[config.mk]
export PLATFORM = sky130hd
export DESIGN_NAME = sample_tick_gen
export DESIGN_NICKNAME = d
export VERILOG_FILES = /design/src/rtl/sample_tick_gen.sv
export SDC_FILE = /design/constraint.sdc
export NUM_CORES = 1
export LEC_CHECK = 0
export BUFFER_PORTS_ARGS = -buffer_cell sky130_fd_sc_hd__buf_2
export CAP_MARGIN = 20
export CORE_UTILIZATION = 30
export DETAILED_ROUTE_END_ITERATION = 16
export PLACE_DENSITY = 0.53
export SETUP_SLACK_MARGIN = 0.15
export SYNTH_ARGS = -nofsm -noshare
export SYNTH_HDL_FRONTEND = slang
export SYNTH_SLANG_ARGS = --single-unit
export TNS_END_PERCENT = 1
[constraint.sdc]
create_clock -name i_clk -period 2.4 [get_ports i_clk]
set_input_delay 0.24 -clock i_clk [delete_from_list [all_inputs] [get_ports i_clk]]
set_output_delay 0.24 -clock i_clk [all_outputs]
set_load 0.01 [all_outputs]
[src/rtl/sample_tick_gen.sv]
// Runtime-programmable sample-enable generator: one-cycle o_tick every (div+1) clocks,
// continuous or counted-burst, with divider changes taking effect only at period boundaries.
module sample_tick_gen #(
   parameter int DIV_W   = 24,
   parameter int CNT_W   = 16,
   parameter int RST_DIV = 49
) (
   input  logic             i_clk,
   input  logic             i_rst_n,
   input  logic [DIV_W-1:0] i_div,
   input  logic             i_div_vld,
   input  logic             i_burst_mode,
   input  logic [CNT_W-1:0] i_burst_len,
   input  logic             i_start,
   input  logic             i_stop,
   output logic             o_tick,
   output logic             o_busy,
   output logic             o_done,
   output logic [CNT_W-1:0] o_tick_cnt
);

   localparam logic [0:0] ST_IDLE = 1'b0;
   localparam logic [0:0] ST_RUN  = 1'b1;
   localparam logic [DIV_W-1:0] RST_DIV_V = DIV_W'(RST_DIV);

   logic [0:0]       state_q, state_d;
   logic [DIV_W-1:0] cnt_q, cnt_d;
   logic [DIV_W-1:0] active_div_q, active_div_d;
   logic [DIV_W-1:0] pend_div_q, pend_div_d;
   logic             pend_q, pend_d;
   logic             tick_q, tick_d;
   logic             busy_q, busy_d;
   logic             done_q, done_d;
   logic [CNT_W-1:0] tick_cnt_q, tick_cnt_d;
   logic             mode_q, mode_d;
   logic [CNT_W-1:0] len_q, len_d;

   logic wrap;
   logic burst_end;

   assign wrap      = (cnt_q == active_div_q);
   // The final burst tick is visible this cycle; leave RUN at the next edge.
   assign burst_end = mode_q && tick_q && (tick_cnt_q == len_q);

   always_comb begin
      state_d      = state_q;
      cnt_d        = cnt_q;
      active_div_d = active_div_q;
      pend_div_d   = pend_div_q;
      pend_d       = pend_q;
      tick_d       = 1'b0;
      done_d       = 1'b0;
      tick_cnt_d   = tick_cnt_q;
      mode_d       = mode_q;
      len_d        = len_q;

      case (state_q)
         ST_IDLE: begin
            if (i_div_vld) begin
               active_div_d = i_div;
               pend_d       = 1'b0;
            end
            if (i_start && !i_stop) begin
               cnt_d      = '0;
               tick_cnt_d = '0;
               if (!i_div_vld && pend_q) begin
                  active_div_d = pend_div_q;
                  pend_d       = 1'b0;
               end
               if (i_burst_mode && (i_burst_len == '0)) begin
                  done_d = 1'b1;
               end else begin
                  state_d = ST_RUN;
                  mode_d  = i_burst_mode;
                  len_d   = i_burst_len;
               end
            end
         end
         default: begin
            if (i_stop) begin
               state_d = ST_IDLE;
            end else if (burst_end) begin
               state_d = ST_IDLE;
               done_d  = 1'b1;
            end else if (wrap) begin
               cnt_d  = '0;
               tick_d = 1'b1;
               if (tick_cnt_q != '1) tick_cnt_d = tick_cnt_q + 1'b1;
            end else begin
               cnt_d = cnt_q + 1'b1;
            end

            // A load on the wrap cycle goes straight into the next period.
            if (wrap && i_div_vld) begin
               active_div_d = i_div;
               pend_d       = 1'b0;
            end else if (i_div_vld) begin
               pend_div_d = i_div;
               pend_d     = 1'b1;
            end else if (wrap && pend_q) begin
               active_div_d = pend_div_q;
               pend_d       = 1'b0;
            end
         end
      endcase

      busy_d = (state_d == ST_RUN);
   end

   always_ff @(posedge i_clk or negedge i_rst_n) begin
      if (!i_rst_n) begin
         state_q      <= ST_IDLE;
         cnt_q        <= '0;
         active_div_q <= RST_DIV_V;
         pend_div_q   <= '0;
         pend_q       <= 1'b0;
         tick_q       <= 1'b0;
         busy_q       <= 1'b0;
         done_q       <= 1'b0;
         tick_cnt_q   <= '0;
         mode_q       <= 1'b0;
         len_q        <= '0;
      end else begin
         state_q      <= state_d;
         cnt_q        <= cnt_d;
         active_div_q <= active_div_d;
         pend_div_q   <= pend_div_d;
         pend_q       <= pend_d;
         tick_q       <= tick_d;
         busy_q       <= busy_d;
         done_q       <= done_d;
         tick_cnt_q   <= tick_cnt_d;
         mode_q       <= mode_d;
         len_q        <= len_d;
      end
   end

   assign o_tick     = tick_q;
   assign o_busy     = busy_q;
   assign o_done     = done_q;
   assign o_tick_cnt = tick_cnt_q;

endmodule
======== Word level (Yosys, flattened, before mapping) ========
Cells that the tools add are included.
storage, ports and cells
  bits of input ports ..................... 46
  logic and storage cells ................. 80
  bits in registers ....................... 109
  output and inout port bits .............. 19
operators by class
  add/sub/neg operators ................... 2
  reduce and logical (&&, ||, !) cells .... 16
  bitwise operators ....................... 3
  multiplexer cells ....................... 39
  equality and inequality tests ........... 10
operator list
  cell                                                                     number
  24-bit 2-to-1 mux                                                        12
  16-bit 2-to-1 mux                                                        6
  24-bit by 1-bit adder with 24-bit output, second input constant          1
  24-bit equality test                                                     1
  1-bit 2-to-1 mux                                                         21
  16-bit by 1-bit adder with 16-bit output, second input constant          1
  16-bit equality test                                                     1
  16-bit logical NOT                                                       1
  16-bit inequality test, second input constant                            1
  3-bit AND reduction                                                      3
  1-bit logical AND                                                        7
  5-bit AND reduction                                                      1
  2-bit by 1-bit inequality test with 1-bit output, second input constant  2
  2-bit inequality test, second input constant                             2
  4-bit by 2-bit inequality test with 1-bit output, second input constant  1
  3-bit by 1-bit inequality test with 1-bit output, second input constant  1
  3-bit by 2-bit inequality test with 1-bit output, second input constant  1
  1-bit inverter                                                           3
  1-bit logical NOT                                                        2
  2-bit AND reduction                                                      1
  2-bit nonzero test                                                       1

======== Longest topological paths before layout ========
Gate-level depths: netlist (run 1).
  depth after elaboration ................. 6
  mapped depth ............................ 9
  depth with buffers taken out ............ 7

======== Worst setup path before layout (run 1) ========
OpenSTA, ideal clock, no wires.
  path kind ............................... reg2reg
  start point ............................. register cnt_q[10]
  end point ............................... register active_div_q[12]
  setup time .............................. 126 ps
  clock period less this slack ............ 2,194 ps
  slack ................................... 206 ps
  arrival time ............................ 2,068 ps
  buffers on the path ..................... 2
  cell stages (with the launch flop) ...... 9
  cells stage by stage .................... dfrtp_1 -> clkbuf_1 -> xnor2_1 -> nand4_1 -> nor4_4 -> nand2_2 -> o21a_1 -> buf_2 -> a221o_1
between the ends
  cells in the longest elaborated chain, start to end .. 4
  elaborated cells on any way between the ends .. 8
RTL lines
  item                                                                                             line     RTL
  start, declared                                                                                  27       logic [DIV_W-1:0] cnt_q, cnt_d;
  start signal, assigned                                                                           125      cnt_q <= cnt_d;
  24-bit equality test *                                                                           41       assign wrap = (cnt_q == active_div_q);
  1-bit logical AND (on tied branches)                                                             94, 100
  3-bit by 1-bit inequality test with 1-bit output (no source line), or another cell as far along  --
  2-bit AND reduction (no source line) / 24-bit 2-to-1 mux (equally long branches)                 --
  end signal, assigned                                                                             126      active_div_q <= active_div_d;
  end, declared                                                                                    28       logic [DIV_W-1:0] active_div_q, active_div_d;
Mark *: on every way between the ends. The rest lies on a longest branch, timed or not.
A chain may end at the register's enable or synchronous reset.

======== Worst setup path after layout (run 1) ========
  start point ............................. register active_div_q[17]
  end point ............................... register tick_cnt_q[12], in the netlist o_tick_cnt[12]
between the ends
  cells in the longest elaborated chain, start to end .. 3
RTL lines
  item                                                               line  RTL
  24-bit equality test                                               41
  2-bit by 1-bit inequality test with 1-bit output (no source line)  --
  5-bit AND reduction (no source line)                               --
  end signal, assigned                                               132   tick_cnt_q <= tick_cnt_d;
  end, declared                                                      34    logic [CNT_W-1:0] tick_cnt_q, tick_cnt_d;
Every way passes these cells.

==> metrics.md, run 1 <==
| Metric | Value |
|---|---|
| Clk_lat worst skew | `0.36 ns` |
| Tcrit/Tclk final | `95.0%` |
| Final Hold Viols | `0` |
| Top cells by area, synth | `dfrtp_1, mux2_2, mux2i_1` |
| Hold Path Class | `input pin to flip-flop` |
| Total gr overflow | `0` |
| Worst-margin pin slew | `0.595 ns` |
| WP data required | `2.66 ns` |
| Starting DRT DRC Count | `438` |
| Warnings, synthesis | `0` |
| Placed cell count | `between 900 and 1000` |
| Reg2reg end | `o_tick_cnt[12]` |
| Hold endpoint | `o_done` |
| Per-cell routed wire length | `17.9 µm` |
| # rows | `52` |
| Top achievable clock speed | `between 400 and 500 MHz` |
| EDFF count, synth | `0` |
| Die H | `roughly 150 µm` |
| Element type at the critical path end | `flip-flop` |
| Count leader, synth | `dfrtp_1` |
| PD cells | `713 nW/µm²` |
| Port-buffer cells | `64` |
| Fin cells | `997` |
| Hold depth | `2` |
| Root Buffer | `clkbuf_16` |
| Vias in the first global route | `5330` |
| Reg2reg start | `active_div_q[17]` |
| Async SR Flop Fraction | `100%` |
| Via density | `5.47` |
| Synth top area share | `42.1%` |
| Unique cell type count in the Yosys netlist | `60` |
| Top FF cell, synth | `dfrtp_1` |
| Worst clock skew | `0.00824 ns` |
| Hold path start | `i_stop` |
| Fillers | `2072` |
| Crit-path max cell delay | `0.51 ns` |
| # IOs | `between 60 and 70` |
| Max Slew Vio Count | `0` |
| Overall power | `5420 µW` |
| DRT antenna net count | `0` |
| Leakage power | `between 0.003 and 0.004 µW` |
| Cell taking the most area after synthesis | `dfrtp_1` |
| RD Place Congestion | `0.816` |
| First-pass GRT wire length | `around 29000 µm` |
| Clock sink count | `109` |
| Total wire length | `17800 µm` |
| Initial antenna violation count | `0` |
| H-tree depth | `3` |
| Post-synth top cells | `dfrtp_1, nand2_1, mux2_2` |
| Seq cells post-synth | `between 100 and 150` |
| Slew HR | `60.1%` |
| Initial Util | `30.8%` |
| Syn_nets | `681` |
| Hold Slack | `0.0871 ns` |
| Nets | `770` |
| RSZ-0062 raised after global routing | `true` |
| Mapped Avg Cell Area | `between 9 and 10 µm²` |
| Gr usage total | `17.0%` |
| ANT cells | `0` |
| Largest net degree at the start of global routing | `49` |
| DP Area | `7210 µm²` |
| DR pass1 iterations | `5` |
| Slack of the worst reg-to-reg path | `about 0.12 ns` |
| Status | `finished clean` |
| # DRC | `0` |
| Crit path DAT | `roughly 2.5 ns` |
| FF+latch area | `2740 µm²` |
| Synth Cell Area | `around 6300 µm²` |
| Worst vdd ir | `322 µV` |
| Via count | `5451` |
| Worst Setup Start Kind | `flip-flop` |
| Worst-path fanout max | `7` |
| Max Cap Viol | `0` |
| Final min period | `~2.3 ns` |
| Clock transition at the registers of the reported paths | `0.07 ns` |
| Synth-to-Final Area Change | `20.9%` |
| Total die area | `21600 µm²` |
| Critical path cell sequence | `xnor2_2 > nand4_1 > nor4_4 > buf_6 > o211ai_4 > or4_1 > o311ai_2` |
| Share of the yosys chip area belonging to registers | `43.4%` |
| Endpoints failing setup | `0` |
| Final Instance Area | `7610 µm²` |
| Die Wd | `about 150 µm` |
| Cells on worst reg2reg path | `7` |
| Footprint of the multi-input gates | `roughly 3400 µm²` |
| Share of cells above drive strength 1 | `about 29%` |
| CP max stage cell | `or4_1` |
| Clk buf depth | `2` |
| Dpl hpwl | `12500 µm` |
| Crit Path Class | `flip-flop to flip-flop` |
| Synth Instances | `633` |
| CTS buffer count | `9` |
| Core Area | `20400 µm²` |
| CTS tree | `built` |
routing by layer:
metal  wire, µm  vias to the layer above  track usage [%]
li1           -                     2563                -
met1       8480                     2741             23.4
met2       8410                      132             27.2
met3        653                       15             2.45
met4        284                        0             6.09
met5          0                        -                0
placed cells by master, fill, tap and decap left out, types with 11 or more instances in the layout:
cell type  count
buf_4         51
o211ai_1      11
nand2_1       63
nand4_1       23
xnor2_1       29
buf_2         63
mux2i_1       28
nor2_1        25
mux2_2        41
dfrtp_1      103
nand3_1       31
a2bb2oi_1     15
inv_1         16
o21ai_0       28
o221a_2       15
xor2_1        12
through the flow:
stage	utilization, %	setup WS, ns	setup TNS, ns
after floorplan	-	0.206	0
after global placement	35.3	0.101	0
after detailed placement	35.3	0.0418	0
after CTS	36.8	0.0498	0
after global routing	37.2	-0.0144	-0.0144
final	37.2	0.121	0
kinds of logic after synthesis:
kind of cell,count (synthesis),share of synthesized area (%)
AOI/OAI and AO/OA,146,17.8
xor gates and xnor gates,42,5.84
adders and majority gates,2,0.397
buffers and inverters,61,3.94
DFF,109,43.4
muxes,69,11.8
and+or+nand+nor,204,16.8
area by class of cell:
cell class / instances / area share (%)
multi-input cells: 464 / 44.4
flip-flops and latches: 109 / 36.0
clock buffers: 11 / 3.06
clock inverters: 5 / 0.362
inverters: 16 / 0.789
well taps: 270 / 4.44
repair buffers: 122 / 11.0
where the power goes:
part	internal (µW)	switching [µW]
logic	770	735
registers	2190	350
clock network	699	682
total	3660	1770
flip-flops by register name (all words and copies together) (netlist names):
name,cells
len_q,16
o_done,1
pend_div_q,24
cnt_q,24
o_tick,1
pend_q,1
o_busy,1
active_div_q,24
mode_q,1
o_tick_cnt,16
what timing repair did:
item,in CTS,in global routing
endpoints found under the setup margin,27,78
gates resized for setup,3,12
endpoints found under the hold margin,32,0
hold buffers,1,0
pin swaps,3,4
cloned,1,1
buffers inserted,3,4
worst max path at each step:
stage | startpoint | endpoint | slack (ns)
final | active_div_q[17] | o_tick_cnt[12] | 0.12
after detailed placement | cnt_q[14] | o_tick_cnt[12] | 0.04
after global placement | cnt_q[14] | o_tick_cnt[5] | 0.10
after global routing | active_div_q[17] | o_tick_cnt[12] | -0.01
after floorplan | cnt_q[10] | active_div_q[12] | 0.21
after CTS | active_div_q[4] | o_tick_cnt[5] | 0.05
critical path, delay by kind of cell, from the launching register on:
kind	cells	cell delay (ns)
xor+xnor	1	0.20
buf+inv	1	0.18
flops	1	0.41
compound gates	2	0.33
simple gates	3	1.05
No activity file was read; power rests on OpenSTA's default activity.
==> run 2: changes to the inputs <==
GPL_TIMING_DRIVEN = 0   (was default)
==> run 2 against run 1 <==
Effect of this change: cell area is 1.2% higher; via count down 3.2%; fmax shrank 2.8%; register-to-register slack got worse by 0.07 ns; cell count stayed put; largest cell class unchanged; setup slack got worse by 0.066 ns; global-route usage grew 0.70 points; sequential cell count is the same; routed wire length increased by 2.0%; total power up 5.3%; die area unchanged; first-iteration DRC count decreased by 30%.
==> metrics.md, run 2 (synthesis gave the netlist of run 1 again) <==
| Metric | Value |
|---|---|
| Total wire length | `18200 µm (+2.0%)` |
| Die H | `147 µm (unchanged)` |
| Fillers | `2112 (+1.9%)` |
| # rows | `52 (unchanged)` |
| DP Area | `6990 µm² (-3.1%)` |
| H-tree depth | `3 (unchanged)` |
| Worst-margin pin slew | `0.821 ns (+0.226 ns)` |
| CTS tree | `built` |
| Regs by FF count | `active_div_q: 24 flops, cnt_q: 24 flops, pend_div_q: 24 flops` |
| Total gr overflow | `0 (unchanged)` |
| Clk buf depth | `2 (unchanged)` |
| ANT cells | `0 (unchanged)` |
| Final Instance Area | `7700 µm² (+1.2%)` |
| DR pass1 iterations | `4 (-1)` |
| Top achievable clock speed | `426 MHz (-2.8%)` |
| Slew HR | `45.3% (-15 points)` |
| Element type at the critical path end | `flip-flop` |
| Met2 Usage GRT | `27.7% (+0.50 points)` |
| Crit Path Class | `flip-flop to flip-flop` |
| PD cells | `742 nW/µm² (+4.1%)` |
| M1 GR Usage | `25.5% (+2.0 points)` |
| Via density | `5.29 (-3.2%)` |
| Worst Setup Start Kind | `flip-flop` |
| Gr usage total | `17.7% (+0.70 points)` |
| Vias in the first global route | `5291 (-0.73%)` |
| Max Cap Viol | `0 (unchanged)` |
| Total die area | `21600 µm² (unchanged)` |
| Largest net degree at the start of global routing | `78 (+59%)` |
| Via count | `5279 (-3.2%)` |
| Clk_lat worst skew | `0.37 ns (about the same)` |
| Hold Path Class | `input pin to flip-flop` |
| # DRC | `0 (unchanged)` |
| Die Wd | `147 µm (unchanged)` |
| Crit-path max cell delay | `0.56 ns (+0.05 ns)` |
| Crit path DAT | `2.61 ns (+0.07 ns)` |
| Root Buffer | `clkbuf_16` |
| First-pass GRT wire length | `29700 µm (+3.3%)` |
| RD Place Congestion | `0.809 (-0.77%)` |
| Final Hold Viols | `0 (unchanged)` |
| Clock sink count | `109 (unchanged)` |
| Port-buffer cells | `64 (unchanged)` |
| Nets | `770 (unchanged)` |
| Clock transition at the registers of the reported paths | `0.07 ns (about the same)` |
| Core Area | `20400 µm² (unchanged)` |
| Hold Slack | `0.0868 ns (-0.000297 ns)` |
| CTS buffer count | `9 (unchanged)` |
| Tcrit/Tclk final | `97.7% (+2.8 points)` |
| FF+latch area | `2740 µm² (+0.14%)` |
| Most frequent cells in the layout | `dfrtp_1, buf_2, nand2_1` |
| Max Slew Vio Count | `0 (unchanged)` |
| Initial antenna violation count | `0 (unchanged)` |
| Footprint of the multi-input gates | `3470 µm² (+2.8%)` |
| Worst clock skew | `0.0129 ns (+0.00465 ns)` |
| # IOs | `65 (unchanged)` |
| DRT antenna net count | `0 (unchanged)` |
| Worst vdd ir | `329 µV (+1.9%)` |
| Per-cell routed wire length | `18.2 µm (+2.0%)` |
| Share of cells above drive strength 1 | `29.4% (unchanged)` |
| Endpoints failing setup | `0 (unchanged)` |
| Worst-path fanout max | `7 (unchanged)` |
| WP data required | `2.67 ns (about the same)` |
| Fin cells | `997 (unchanged)` |
| GR peak layer | `met2` |
| Status | `finished clean` |
| Final min period | `2.35 ns (+0.0662 ns)` |
| Synth-to-Final Area Change | `22.3%` |
| Commonest non-fill, non-tap cell in the layout | `dfrtp_1` |
| CP max stage cell | `dfstp_2` |
| Starting DRT DRC Count | `307 (-30%)` |
| Leakage power | `0.00320 µW (-0.18%)` |
| Dpl hpwl | `13100 µm (+4.9%)` |
| Placed cell count | `968 (-0.31%)` |
| RSZ-0062 raised after global routing | `true` |
| Overall power | `5710 µW (+5.3%)` |
| Initial Util | `30.8% (unchanged)` |
| Critical path cell sequence | `xnor2_2 > nand4_1 > nor4_4 > buf_4 > o211ai_4 > or4_4 > o311ai_4` |
| Met3 global-route usage | `1.86% (-0.59 points)` |
[run 2: cell count changes in the layout (fill, tap and decap cells not counted), moves of 4 or more]
cell      change
buf_4        -37
clkbuf_2     +10
buf_1         +4
buf_6         +7
xnor2_2       +4
clkbuf_1      +9
xnor2_1       -4
clkbuf_4      +4
buf_2         +4
[run 2: stage by stage]
step / setup slack, ns / util, % / setup TNS [ns]
floorplan: 0.206 / - / 0
global placement: -0.516 / 34.0 / -76.17
detailed placement: -0.497 / 34.2 / -36.38
finish: 0.0547 / 37.7 / 0
global route: -0.0416 / 37.7 / -0.296
CTS: 0.0207 / 36.5 / 0
[run 2: repair_timing]
action | in CTS | in global routing
setup buffers | 5 | 6
pin swaps | 3 | 10
endpoints found under the hold margin | 31 | 0
hold buffers | 1 | 0
gates resized for setup | 32 | 76
setup endpoints to repair | 97 | 94
cloned | 0 | 1
[run 2: metal layers]
layer	part of all wire (%)	routed length (µm)
met1	48	8720
met3	3.1	559
met2	47	8590
met5	0	0
met4	1.7	310
[run 2: final timing paths]
path                                       from              end  slack, ns  cells after the start
max in group asynchronous               i_rst_n  active_div_q[0]       1.36                      3
worst max register to register  active_div_q[5]   o_tick_cnt[12]       0.05                      7
worst min register to register           mode_q           mode_q       0.52                      1
worst max-delay path            active_div_q[5]   o_tick_cnt[12]       0.05                      7
worst min-delay path                     i_stop           o_done       0.09                      2
min in group asynchronous               i_rst_n        len_q[13]       0.33                      2
[run 2: worst max-delay path: cells and delay by family, from the launching register on]
kind | cells | cell delay [ns]
AOI/OAI and AO/OA | 2 | 0.37
xor gates and xnor gates | 1 | 0.11
buffers and inverters | 1 | 0.20
DFF | 1 | 0.56
and+or+nand+nor | 3 | 1.00
[run 2: cell type report]
cell class | count | share of cell area [%]
multi-input combinational | 463 | 45.1
sequential | 109 | 35.6
timing repair buffer | 78 | 5.95
tap | 270 | 4.39
buffer | 45 | 3.95
clock buffer | 11 | 3.15
clock inverter | 5 | 1.07
inverter | 16 | 0.780
[run 2: power breakdown]
group	total (µW)	internal [µW]	switching, µW
Clock	1680	950	732
Combinational	1480	749	731
Sequential	2550	2190	361
==> run 3: changes to the inputs <==
CORE_ASPECT_RATIO = 0.9   (was default)
==> run 3 against run 2 <==
Effect of this change: cell count grew 1.0%; clock-buffer cell count grew 3; largest cell class unchanged; largest power group unchanged; hold slack gained 0.015 ns; core utilization grew 0.43 points; clock power shrank 14%; sequential cell count is the same; first-iteration DRC count grew 65%; die area is essentially flat; global-route usage shrank 0.38 points; sequential power is essentially flat; critical path depth is the same; cell area grew 0.47%.
==> metrics.md, run 3 (synthesis gave the netlist of run 1 again) <==
| Metric | Value |
|---|---|
| Regs by FF count | `active_div_q: 24 flops, cnt_q: 24 flops, pend_div_q: 24 flops` |
| Tcrit/Tclk final | `95.8% (-1.9 points)` |
| RSZ-0062 raised after global routing | `true` |
| Fin cells | `1007 (+1.0%)` |
| Total wire length | `18500 µm (+1.6%)` |
| Final Instance Area | `7730 µm² (+0.47%)` |
| PD cells | `716 nW/µm² (-3.6%)` |
| Slack of the worst reg-to-reg path | `0.1 ns (+0.05 ns)` |
| CTS buffer count | `9 (unchanged)` |
| CTS tree | `built` |
| Top achievable clock speed | `435 MHz (+2.0%)` |
| Worst-path fanout max | `10 (+3)` |
| Reg2reg start | `o_busy` |
| Per-cell routed wire length | `18.4 µm (+0.63%)` |
| CP max stage cell | `clkbuf_1` |
| Core Area | `20300 µm² (-0.67%)` |
| Die Wd | `155 µm (+5.3%)` |
| Share of cells above drive strength 1 | `29.2% (-0.28 points)` |
| Synth-to-Final Area Change | `22.9%` |
| Total die area | `21600 µm² (about the same)` |
| Gr usage total | `17.3% (-0.38 points)` |
| Worst vdd ir | `486 µV (+48%)` |
| Die H | `139 µm (-5.1%)` |
| H-tree depth | `3 (unchanged)` |
| Most used cell, CP | `clkbuf_1` |
| Leakage power | `0.00317 µW (-0.77%)` |
| Most frequent cells in the layout | `dfrtp_1, buf_2, nand2_1` |
| Commonest non-fill, non-tap cell in the layout | `dfrtp_1` |
| Fillers | `2013 (-4.7%)` |
| Crit path DAT | `2.53 ns (-0.08 ns)` |
| Port-buffer cells | `64 (unchanged)` |
| Clock transition at the registers of the reported paths | `0.07 ns (about the same)` |
| Initial Util | `31.0% (+0.21 points)` |
| Setup TNS | `0 ns (unchanged)` |
| # rows | `49 (-5.8%)` |
| Element type at the critical path end | `flip-flop` |
| WP data required | `2.63 ns (-0.04 ns)` |
| Max Cap Viol | `0 (unchanged)` |
| Via count | `5327 (+0.91%)` |
| DR pass1 iterations | `5 (+1)` |
| Max Slew Vio Count | `0 (unchanged)` |
| Worst-margin pin slew | `0.844 ns (+0.0233 ns)` |
| Worst clock skew | `0.00970 ns (-0.00319 ns)` |
| Via density | `5.29 (about the same)` |
| Final min period | `2.30 ns (-0.0452 ns)` |
| Root Buffer | `clkbuf_16` |
| Worst Setup Start Kind | `flip-flop` |
| Clk_lat worst skew | `0.36 ns (about the same)` |
| RD Place Congestion | `0.823 (+1.7%)` |
| DP Area | `7000 µm² (+0.18%)` |
| Clock sink count | `109 (unchanged)` |
| Hold Slack | `0.101 ns (+0.0145 ns)` |
| Total gr overflow | `0 (unchanged)` |
| Final Core Density | `38.1% (+0.43 points)` |
| Final Hold Viols | `0 (unchanged)` |
| Clk buf depth | `2 (unchanged)` |
| Critical path cell sequence | `buf_4 > inv_1 > clkbuf_1 > clkbuf_1 > nor2_1 > nand4b_1 > nand3_1` |
| Placed cell count | `978 (+1.0%)` |
| Initial antenna violation count | `0 (unchanged)` |
| Crit-path max cell delay | `0.60 ns (+0.04 ns)` |
| Largest net degree at the start of global routing | `85 (+9.0%)` |
| # DRC | `0 (unchanged)` |
| Nets | `770 (unchanged)` |
| Starting DRT DRC Count | `508 (+65%)` |
| ANT cells | `0 (unchanged)` |
| Endpoints failing setup | `0 (unchanged)` |
| Dpl hpwl | `13100 µm (-0.19%)` |
| Hold Path Class | `input pin to flip-flop` |
| First-pass GRT wire length | `29000 µm (-2.5%)` |
| Hold path start | `i_stop` |
| Vias in the first global route | `4938 (-6.7%)` |
| Slew HR | `43.7% (-1.6 points)` |
| Status | `finished clean` |
| # IOs | `65 (unchanged)` |
| DRT antenna net count | `0 (unchanged)` |
| Crit Path Class | `flip-flop to flip-flop` |
| Critical path launch point | `o_busy` |
## run 3: timing repair
item                                    4_1_cts  5_1_grt
setup buffers                                 7        4
cloned                                        1        0
pin swaps                                     8       24
resized for setup                            55       39
endpoints found under the setup margin       96       93
hold endpoints to repair                     25        0
hold buffers                                  1        0
## run 3: final timing paths
path / endpoint / cells after the start
min reg2reg: mode_q / 1
max: o_tick_cnt[6] / 7
min in group asynchronous: len_q[10] / 2
min: o_done / 2
max reg2reg: o_tick_cnt[6] / 7
max in group asynchronous: cnt_q[14] / 3
## run 3: stage by stage
stage	total power (µW)	setup slack, ns
3_3_place_gp	3930	-0.486
2_1_floorplan	3460	0.206
5_1_grt	5840	-0.00831
6_report	5540	0.0999
4_1_cts	5460	0.136
3_5_place_dp	3950	-0.465
## run 3: final cells by class
class	count	area (µm²)	share of cell area, %
Clock buffer	14	264	3.41
Buffer	45	265	3.43
Sequential cell	109	2740	35.4
Clock inverter	2	17.5	0.227
Multi-Input combinational cell	463	3560	46.0
Inverter	16	60.1	0.777
Tap cell	280	350	4.53
Timing Repair Buffer	78	478	6.18
## run 3: report_power, final
group / switching [µW] / total, µW / internal [µW] / leakage, µW
Clock: 679 / 1450 / 767 / 0.000137
Combinational: 744 / 1510 / 769 / 0.00170
Sequential: 384 / 2580 / 2190 / 0.00134
Total: 1810 / 5540 / 3730 / 0.00317
## run 3: per-layer routing
layer  GRT usage, %  wire (µm)  up-vias
li1               -          -     2561
met1           26.7       9290     2635
met2           25.1       8310      123
met3           3.02        757        8
met4           3.60        125        0
met5              0          0        -
## run 3: worst max-delay path, delay by kind of cell (launching register included)
family,cells,cell delay [ns]
buffers and inverters,4,1.43
and+or+nand+nor,3,0.33
DFF,1,0.40
